$ cat config.mk
export PLATFORM = sky130hd
export DESIGN_NAME = vram_wr_arb_flat
export DESIGN_NICKNAME = d
export VERILOG_FILES = /design/src/rtl/vram_wr_arb_if.sv /design/src/rtl/vram_wr_arb.sv /design/src/flat_wrapper.sv
export SDC_FILE = /design/constraint.sdc
export NUM_CORES = 1
export LEC_CHECK = 0
export CORE_MARGIN = 4
export CORE_UTILIZATION = 51
export CTS_BUF_LIST = sky130_fd_sc_hd__clkbuf_4 sky130_fd_sc_hd__clkbuf_8
export DETAILED_ROUTE_END_ITERATION = 8
export PLACE_DENSITY = 0.9
export REMOVE_ABC_BUFFERS = 1
export SYNTH_ARGS = -nofsm -noshare
export SYNTH_HDL_FRONTEND = slang
export SYNTH_SLANG_ARGS = --single-unit
$ cat constraint.sdc
create_clock -name MEMORY_CLK -period 3.3 [get_ports MEMORY_CLK]
set_input_delay 0.66 -clock MEMORY_CLK [delete_from_list [all_inputs] [get_ports MEMORY_CLK]]
set_output_delay 0.66 -clock MEMORY_CLK [all_outputs]
set_load 0.02 [all_outputs]
$ cat src/rtl/vram_wr_arb_if.sv
// Bundle of the vram_wr_arb ports: clear control, two write requesters, and the VRAM write port.
interface vram_wr_arb_if;
  logic       clr_start;
  logic [7:0] clr_char;
  logic       clr_busy;
  logic       clr_done;
  logic       req0_valid;
  logic [9:0] req0_addr;
  logic [7:0] req0_data;
  logic       req0_ready;
  logic       req1_valid;
  logic [9:0] req1_addr;
  logic [7:0] req1_data;
  logic       req1_ready;
  logic [9:0] v_ada;
  logic [7:0] v_din;
  logic       v_cea;
  logic       v_reseta;
  logic       v_resetb;
  logic       v_ceb;
  logic       v_oce;

  modport master (
    output clr_start, clr_char, req0_valid, req0_addr, req0_data,
           req1_valid, req1_addr, req1_data,
    input  clr_busy, clr_done, req0_ready, req1_ready,
           v_ada, v_din, v_cea, v_reseta, v_resetb, v_ceb, v_oce
  );

  modport slave (
    input  clr_start, clr_char, req0_valid, req0_addr, req0_data,
           req1_valid, req1_addr, req1_data,
    output clr_busy, clr_done, req0_ready, req1_ready,
           v_ada, v_din, v_cea, v_reseta, v_resetb, v_ceb, v_oce
  );
endinterface

$ cat src/rtl/vram_wr_arb.sv
// Text-VRAM write arbiter: full-memory clear engine plus round-robin merge of two
// write requesters onto one registered VRAM write port.
module vram_wr_arb #(
  parameter logic [7:0] INIT_CHAR = 8'h20,
  parameter int         DEPTH     = 1024
) (
  input logic          MEMORY_CLK,
  input logic          rst_n,
  vram_wr_arb_if.slave bus
);
  localparam logic [0:0] ST_CLEAR  = 1'b0;
  localparam logic [0:0] ST_SERVE  = 1'b1;
  localparam logic [9:0] LAST_ADDR = 10'(DEPTH - 1);

  logic [0:0] state_q, state_d;
  logic [9:0] cnt_q, cnt_d;
  logic [7:0] fill_q, fill_d;
  logic       last_grant_q, last_grant_d;
  logic [9:0] v_ada_q, v_ada_d;
  logic [7:0] v_din_q, v_din_d;
  logic       v_cea_q, v_cea_d;
  logic       clr_done_q, clr_done_d;
  logic       grant0, grant1;

  always_comb begin
    state_d      = state_q;
    cnt_d        = cnt_q;
    fill_d       = fill_q;
    last_grant_d = last_grant_q;
    v_ada_d      = v_ada_q;
    v_din_d      = v_din_q;
    v_cea_d      = 1'b0;
    clr_done_d   = 1'b0;
    grant0       = 1'b0;
    grant1       = 1'b0;
    case (state_q)
      ST_CLEAR: begin
        // Stay in CLEAR through the cycle that shows the final write so busy
        // covers clr_done and drops on the following edge.
        if (clr_done_q) begin
          state_d = ST_SERVE;
        end else begin
          v_cea_d    = 1'b1;
          v_ada_d    = cnt_q;
          v_din_d    = fill_q;
          clr_done_d = (cnt_q == LAST_ADDR);
          if (cnt_q != LAST_ADDR) cnt_d = cnt_q + 10'd1;
        end
      end
      default: begin
        if (bus.clr_start) begin
          state_d = ST_CLEAR;
          cnt_d   = '0;
          fill_d  = bus.clr_char;
        end else begin
          // On a tie, the requester that did not win last time goes first.
          grant0 = bus.req0_valid & (~bus.req1_valid | last_grant_q);
          grant1 = bus.req1_valid & (~bus.req0_valid | ~last_grant_q);
          if (grant0) begin
            v_cea_d      = 1'b1;
            v_ada_d      = bus.req0_addr;
            v_din_d      = bus.req0_data;
            last_grant_d = 1'b0;
          end else if (grant1) begin
            v_cea_d      = 1'b1;
            v_ada_d      = bus.req1_addr;
            v_din_d      = bus.req1_data;
            last_grant_d = 1'b1;
          end
        end
      end
    endcase
  end

  always_ff @(posedge MEMORY_CLK or negedge rst_n) begin
    if (!rst_n) begin
      state_q      <= ST_CLEAR;
      cnt_q        <= '0;
      fill_q       <= INIT_CHAR;
      last_grant_q <= 1'b1;
      v_ada_q      <= '0;
      v_din_q      <= '0;
      v_cea_q      <= 1'b0;
      clr_done_q   <= 1'b0;
    end else begin
      state_q      <= state_d;
      cnt_q        <= cnt_d;
      fill_q       <= fill_d;
      last_grant_q <= last_grant_d;
      v_ada_q      <= v_ada_d;
      v_din_q      <= v_din_d;
      v_cea_q      <= v_cea_d;
      clr_done_q   <= clr_done_d;
    end
  end

  assign bus.req0_ready = grant0;
  assign bus.req1_ready = grant1;
  assign bus.clr_busy   = (state_q == ST_CLEAR);
  assign bus.clr_done   = clr_done_q;
  assign bus.v_ada      = v_ada_q;
  assign bus.v_din      = v_din_q;
  assign bus.v_cea      = v_cea_q;
  assign bus.v_reseta   = 1'b0;
  assign bus.v_resetb   = 1'b0;
  assign bus.v_ceb      = 1'b1;
  assign bus.v_oce      = 1'b1;
endmodule

$ cat src/flat_wrapper.sv
// flat-port wrapper written by rule: the top's interface ports become plain ports
module vram_wr_arb_flat 
#(
  parameter logic [7:0] INIT_CHAR = 8'h20,
  parameter int         DEPTH     = 1024
)
  (MEMORY_CLK, rst_n, bus_clr_start, bus_clr_char, bus_req0_valid, bus_req0_addr, bus_req0_data, bus_req1_valid, bus_req1_addr, bus_req1_data, bus_clr_busy, bus_clr_done, bus_req0_ready, bus_req1_ready, bus_v_ada, bus_v_din, bus_v_cea, bus_v_reseta, bus_v_resetb, bus_v_ceb, bus_v_oce);
  vram_wr_arb_if bus_i ();
  input logic MEMORY_CLK;
  input logic rst_n;
  input wire logic [$bits(bus_i.clr_start)-1:0] bus_clr_start;
  input wire logic [$bits(bus_i.clr_char)-1:0] bus_clr_char;
  input wire logic [$bits(bus_i.req0_valid)-1:0] bus_req0_valid;
  input wire logic [$bits(bus_i.req0_addr)-1:0] bus_req0_addr;
  input wire logic [$bits(bus_i.req0_data)-1:0] bus_req0_data;
  input wire logic [$bits(bus_i.req1_valid)-1:0] bus_req1_valid;
  input wire logic [$bits(bus_i.req1_addr)-1:0] bus_req1_addr;
  input wire logic [$bits(bus_i.req1_data)-1:0] bus_req1_data;
  output wire logic [$bits(bus_i.clr_busy)-1:0] bus_clr_busy;
  output wire logic [$bits(bus_i.clr_done)-1:0] bus_clr_done;
  output wire logic [$bits(bus_i.req0_ready)-1:0] bus_req0_ready;
  output wire logic [$bits(bus_i.req1_ready)-1:0] bus_req1_ready;
  output wire logic [$bits(bus_i.v_ada)-1:0] bus_v_ada;
  output wire logic [$bits(bus_i.v_din)-1:0] bus_v_din;
  output wire logic [$bits(bus_i.v_cea)-1:0] bus_v_cea;
  output wire logic [$bits(bus_i.v_reseta)-1:0] bus_v_reseta;
  output wire logic [$bits(bus_i.v_resetb)-1:0] bus_v_resetb;
  output wire logic [$bits(bus_i.v_ceb)-1:0] bus_v_ceb;
  output wire logic [$bits(bus_i.v_oce)-1:0] bus_v_oce;
  assign bus_i.clr_start = bus_clr_start;
  assign bus_i.clr_char = bus_clr_char;
  assign bus_i.req0_valid = bus_req0_valid;
  assign bus_i.req0_addr = bus_req0_addr;
  assign bus_i.req0_data = bus_req0_data;
  assign bus_i.req1_valid = bus_req1_valid;
  assign bus_i.req1_addr = bus_req1_addr;
  assign bus_i.req1_data = bus_req1_data;
  assign bus_clr_busy = bus_i.clr_busy;
  assign bus_clr_done = bus_i.clr_done;
  assign bus_req0_ready = bus_i.req0_ready;
  assign bus_req1_ready = bus_i.req1_ready;
  assign bus_v_ada = bus_i.v_ada;
  assign bus_v_din = bus_i.v_din;
  assign bus_v_cea = bus_i.v_cea;
  assign bus_v_reseta = bus_i.v_reseta;
  assign bus_v_resetb = bus_i.v_resetb;
  assign bus_v_ceb = bus_i.v_ceb;
  assign bus_v_oce = bus_i.v_oce;
  vram_wr_arb #(.INIT_CHAR(INIT_CHAR), .DEPTH(DEPTH)) u_core (.MEMORY_CLK(MEMORY_CLK), .rst_n(rst_n), .bus(bus_i));
endmodule
==> impl_metrics.toml <==
[status]
outcome = "finished clean"

[critical_path]
crit-reg2reg-launch = "u_core.state_q"
regToRegSetupSlack_ns = 1.43
worst_setup_path_start_kind = "primary input"
critPathMaxStageDelay_ns = 0.66
regToRegEndpoint = "u_core.cnt_q[5]"
critical_path.max_fanout = 4
r2r.worst_path.cells = 5
worstSetupPathType = "primary input to output pin"
critPathCaptureType = "output pin"
slowest_stage = "clkdlybuf4s50_1"
cp-startpoint = "bus_req1_valid"
crit_required_ns = 2.64
timing.critical_path.mode_cell = "clkdlybuf4s50_1"
cp_data_arrival_time_ns = 2.32
timing.critical_path.cells = "clkdlybuf4s50_1 > nor2b_1 > nand2b_1 > nor3_1 > clkdlybuf4s50_1"

[logic_synthesis]
netlist-cell-type-count = 40
synth_area_um2 = 2230
synth_xor_xnor_area_share_pct = 0
proportion_of_synthesized_chip_area_in_sequential_cells_pct = 45.0
avgSynthCellArea_um2 = 9.33
synth-simple-area-share_pct = 13.5
largest_family_of_logic_cells_by_synthesized_area = "compound AO/OA/AOI/OAI gates"
synth-adder-area-share_pct = 0.561
synth_top_flop_cell = "dfrtp_1"
synth_compound_area_share_pct = 25.9
synth_enable_flop_cells = 0
yosys-mux-area-fraction_pct = 4.49
yosys_register_bits = 40
ys_async_sr_fraction_pct = 100
ys_warn_count = 0
synthesis.instances = 239

[clocking]
cts_sinks = 40
clock_pin_slew_of_the_registers_on_the_worst_case_setup_and_hold_paths_ns = 0.07
number_of_levels_in_the_clock_h_tree = 2
clock-root-buffer = "clkbuf_8"
post_cts_resized = 0
max_clock_buf_depth = 2
cts_setup_buffers = 0
latest_clock_arrival_within_the_worst_skew_pair_ns = 0.29
cts.hold.buffers_added = 0
cts_tree = "done"
numCtsBuffers = 5

[global_route]
via_count_of_the_first_global_routing_pass = 1898
grt_antenna_before_repair = 0
grt_use_total_pct = 21.3
grt_start_max_net_pins = 41
overflow = 0
grt_pass1_wl_um = 8910

[sta]
slew_headroom_pct = 43.2
totalNegativeSetupSlack_ns = 0
final_hold_violation_count = 0
maxClockFrequency_mhz = 335
post_route_clock_skew_ns = 0.00622
worst-slew-pin-transition_ns = 0.852
minimum_clock_period_ns = 2.98
slew_violations = 0
finalCritPeriodShare_pct = 90.3
setup_repair_after_global_routing_missed_its_margin = "false"
setup_viol = 0

[detailed_routing]
route.detailed.wl_per_inst_um = 15.4
drt_first_pass_iters = 4
dr_total_vias = 2004
drc_errors = 0
detailedRoute.firstIterationViolations = 139
route.final.wire_length_um = 5510
antenna_left = 0
detail_route.vias_per_cell = 5.61

[final_layout]
layout_common_cells = "clkdlybuf4s50_1 (70), dfrtp_1 (38), nor2_1 (34)"
design.final.nets = 356
final_design_area_no_fill_um2 = 3010
leading_cell_type_in_the_layout_fill_and_taps_excluded = "clkdlybuf4s50_1"
num-fill-cells = 314
final-seq-area_um2 = 1000
multiInputGateArea_um2 = 1010
num_antenna_cells = 0
drive_gt1_share_pct = 10.1
layout-area-overhead-vs-synth_pct = 35.0

[power]
p_per_area_nw_per_um2 = 303
power_leakage_uw = 0.00132
vdd.ir_drop.worst_v = 0.000155

[floorplan]
die_x_um = 74.1
io_pins = 76
die-height_um = 74.1
die_area_um2 = 5490
core_area_um2 = 4120
starting_density_of_the_core_pct = 54.2
placementRows = 23

[job]
max_cap_violations = 0

[place]
gp_congestion = 0.880
port_buffers = 71
placed_area_um2 = 2920
hpwlAfterDp_um = 3920

[hold_path]
timing.hold.worst.class = "primary input to async pin"
## routing by layer
layer / vias to the layer above / wire (um) / track usage [%] / share of wire (%)
li1: 975 / - / - / -
met1: 914 / 2330 / 27.8 / 42
met2: 105 / 2600 / 35.0 / 47
met3: 10 / 501 / 5.00 / 9.1
met4: 0 / 79 / 6.64 / 1.4
met5: - / 0 / 0 / 0
## critical path, delay by kind of cell
kind                   cells  cell delay (ns)
buffers and inverters      2             1.13
AND/OR/NAND/NOR            3             0.54
## registers in the layout (all words and copies together) (netlist names)
| name | flops |
|---|---|
| u_core.cnt_q | 10 |
| u_core.bus.v_din | 8 |
| u_core.bus.v_cea | 1 |
| u_core.last_grant_q | 1 |
| u_core.bus.clr_done | 1 |
| u_core.fill_q | 8 |
| u_core.bus.v_ada | 10 |
| u_core.state_q | 1 |
## power by group
group | leakage, uW | switching [uW] | internal [uW]
Sequential | 0.000481 | 0 | 490
Combinational | 0.000792 | 38.5 | 55.4
Clock | 0.0000510 | 163 | 167
Total | 0.00132 | 202 | 712
## layout make-up
| cell class | instances | share of cell area, % |
|---|---|---|
| Tap cell | 50 | 2.08 |
| Sequential cell | 40 | 33.3 |
| Multi-Input combinational cell | 157 | 33.5 |
| Timing Repair Buffer | 77 | 24.9 |
| Clock buffer | 6 | 2.74 |
| Inverter | 25 | 3.12 |
| Clock inverter | 2 | 0.333 |
## worst max path at each step
| stage | depth (start not counted) | endpoint |
|---|---|---|
| 2_1_floorplan | 3 | bus_req1_ready |
| 3_3_place_gp | 5 | bus_req0_ready |
| 3_5_place_dp | 5 | bus_req0_ready |
| 4_1_cts | 5 | bus_req0_ready |
| 5_1_grt | 5 | bus_req0_ready |
| 6_report | 5 | bus_req0_ready |
## synthesized netlist by cell type, types with 2 or more instances
cell type,n,area [um^2]
nand4_1,3,18.8
buf_4,5,37.5
o21ai_0,22,110
nand3_1,5,25.0
conb_1,2,7.51
o211ai_1,18,135
dfstp_2,2,52.6
dfrtp_1,38,951
clkbuf_1,5,18.8
buf_6,5,56.3
nand2_1,7,26.3
a22o_1,19,166
nor3_1,3,15.0
and3_1,2,12.5
a31oi_1,2,12.5
nor2b_1,4,25.0
buf_2,4,20.0
a21oi_1,6,30.0
nor2_1,34,128
inv_1,25,93.8
o311ai_0,2,17.5
mux2_2,8,90.1
## per-stage QoR
stage               cells  setup slack, ns  hold WS, ns  power [uW]  util [%]
floorplan             222            0.754        0.364         521         -
global placement      349            0.428        0.487         592      70.9
detailed placement    349            0.360        0.490         594      70.9
CTS                   357            0.335        0.508         920      73.2
global route          357            0.310        0.514         949      73.2
finish                357            0.319        0.475         914      73.2
## cells by family (layout without fill, tap and decap cells)
group                    after synthesis  after routing
adder cells (fa/ha/maj)                1              1
other                                  2              4
multiplexers                           9              9
AO/OA/AOI/OAI                         78             78
buffers and inverters                 44            110
flip-flops                            40             40
AND/OR/NAND/NOR                       65             65
Note: power is estimated with default switching activity, not from simulation.
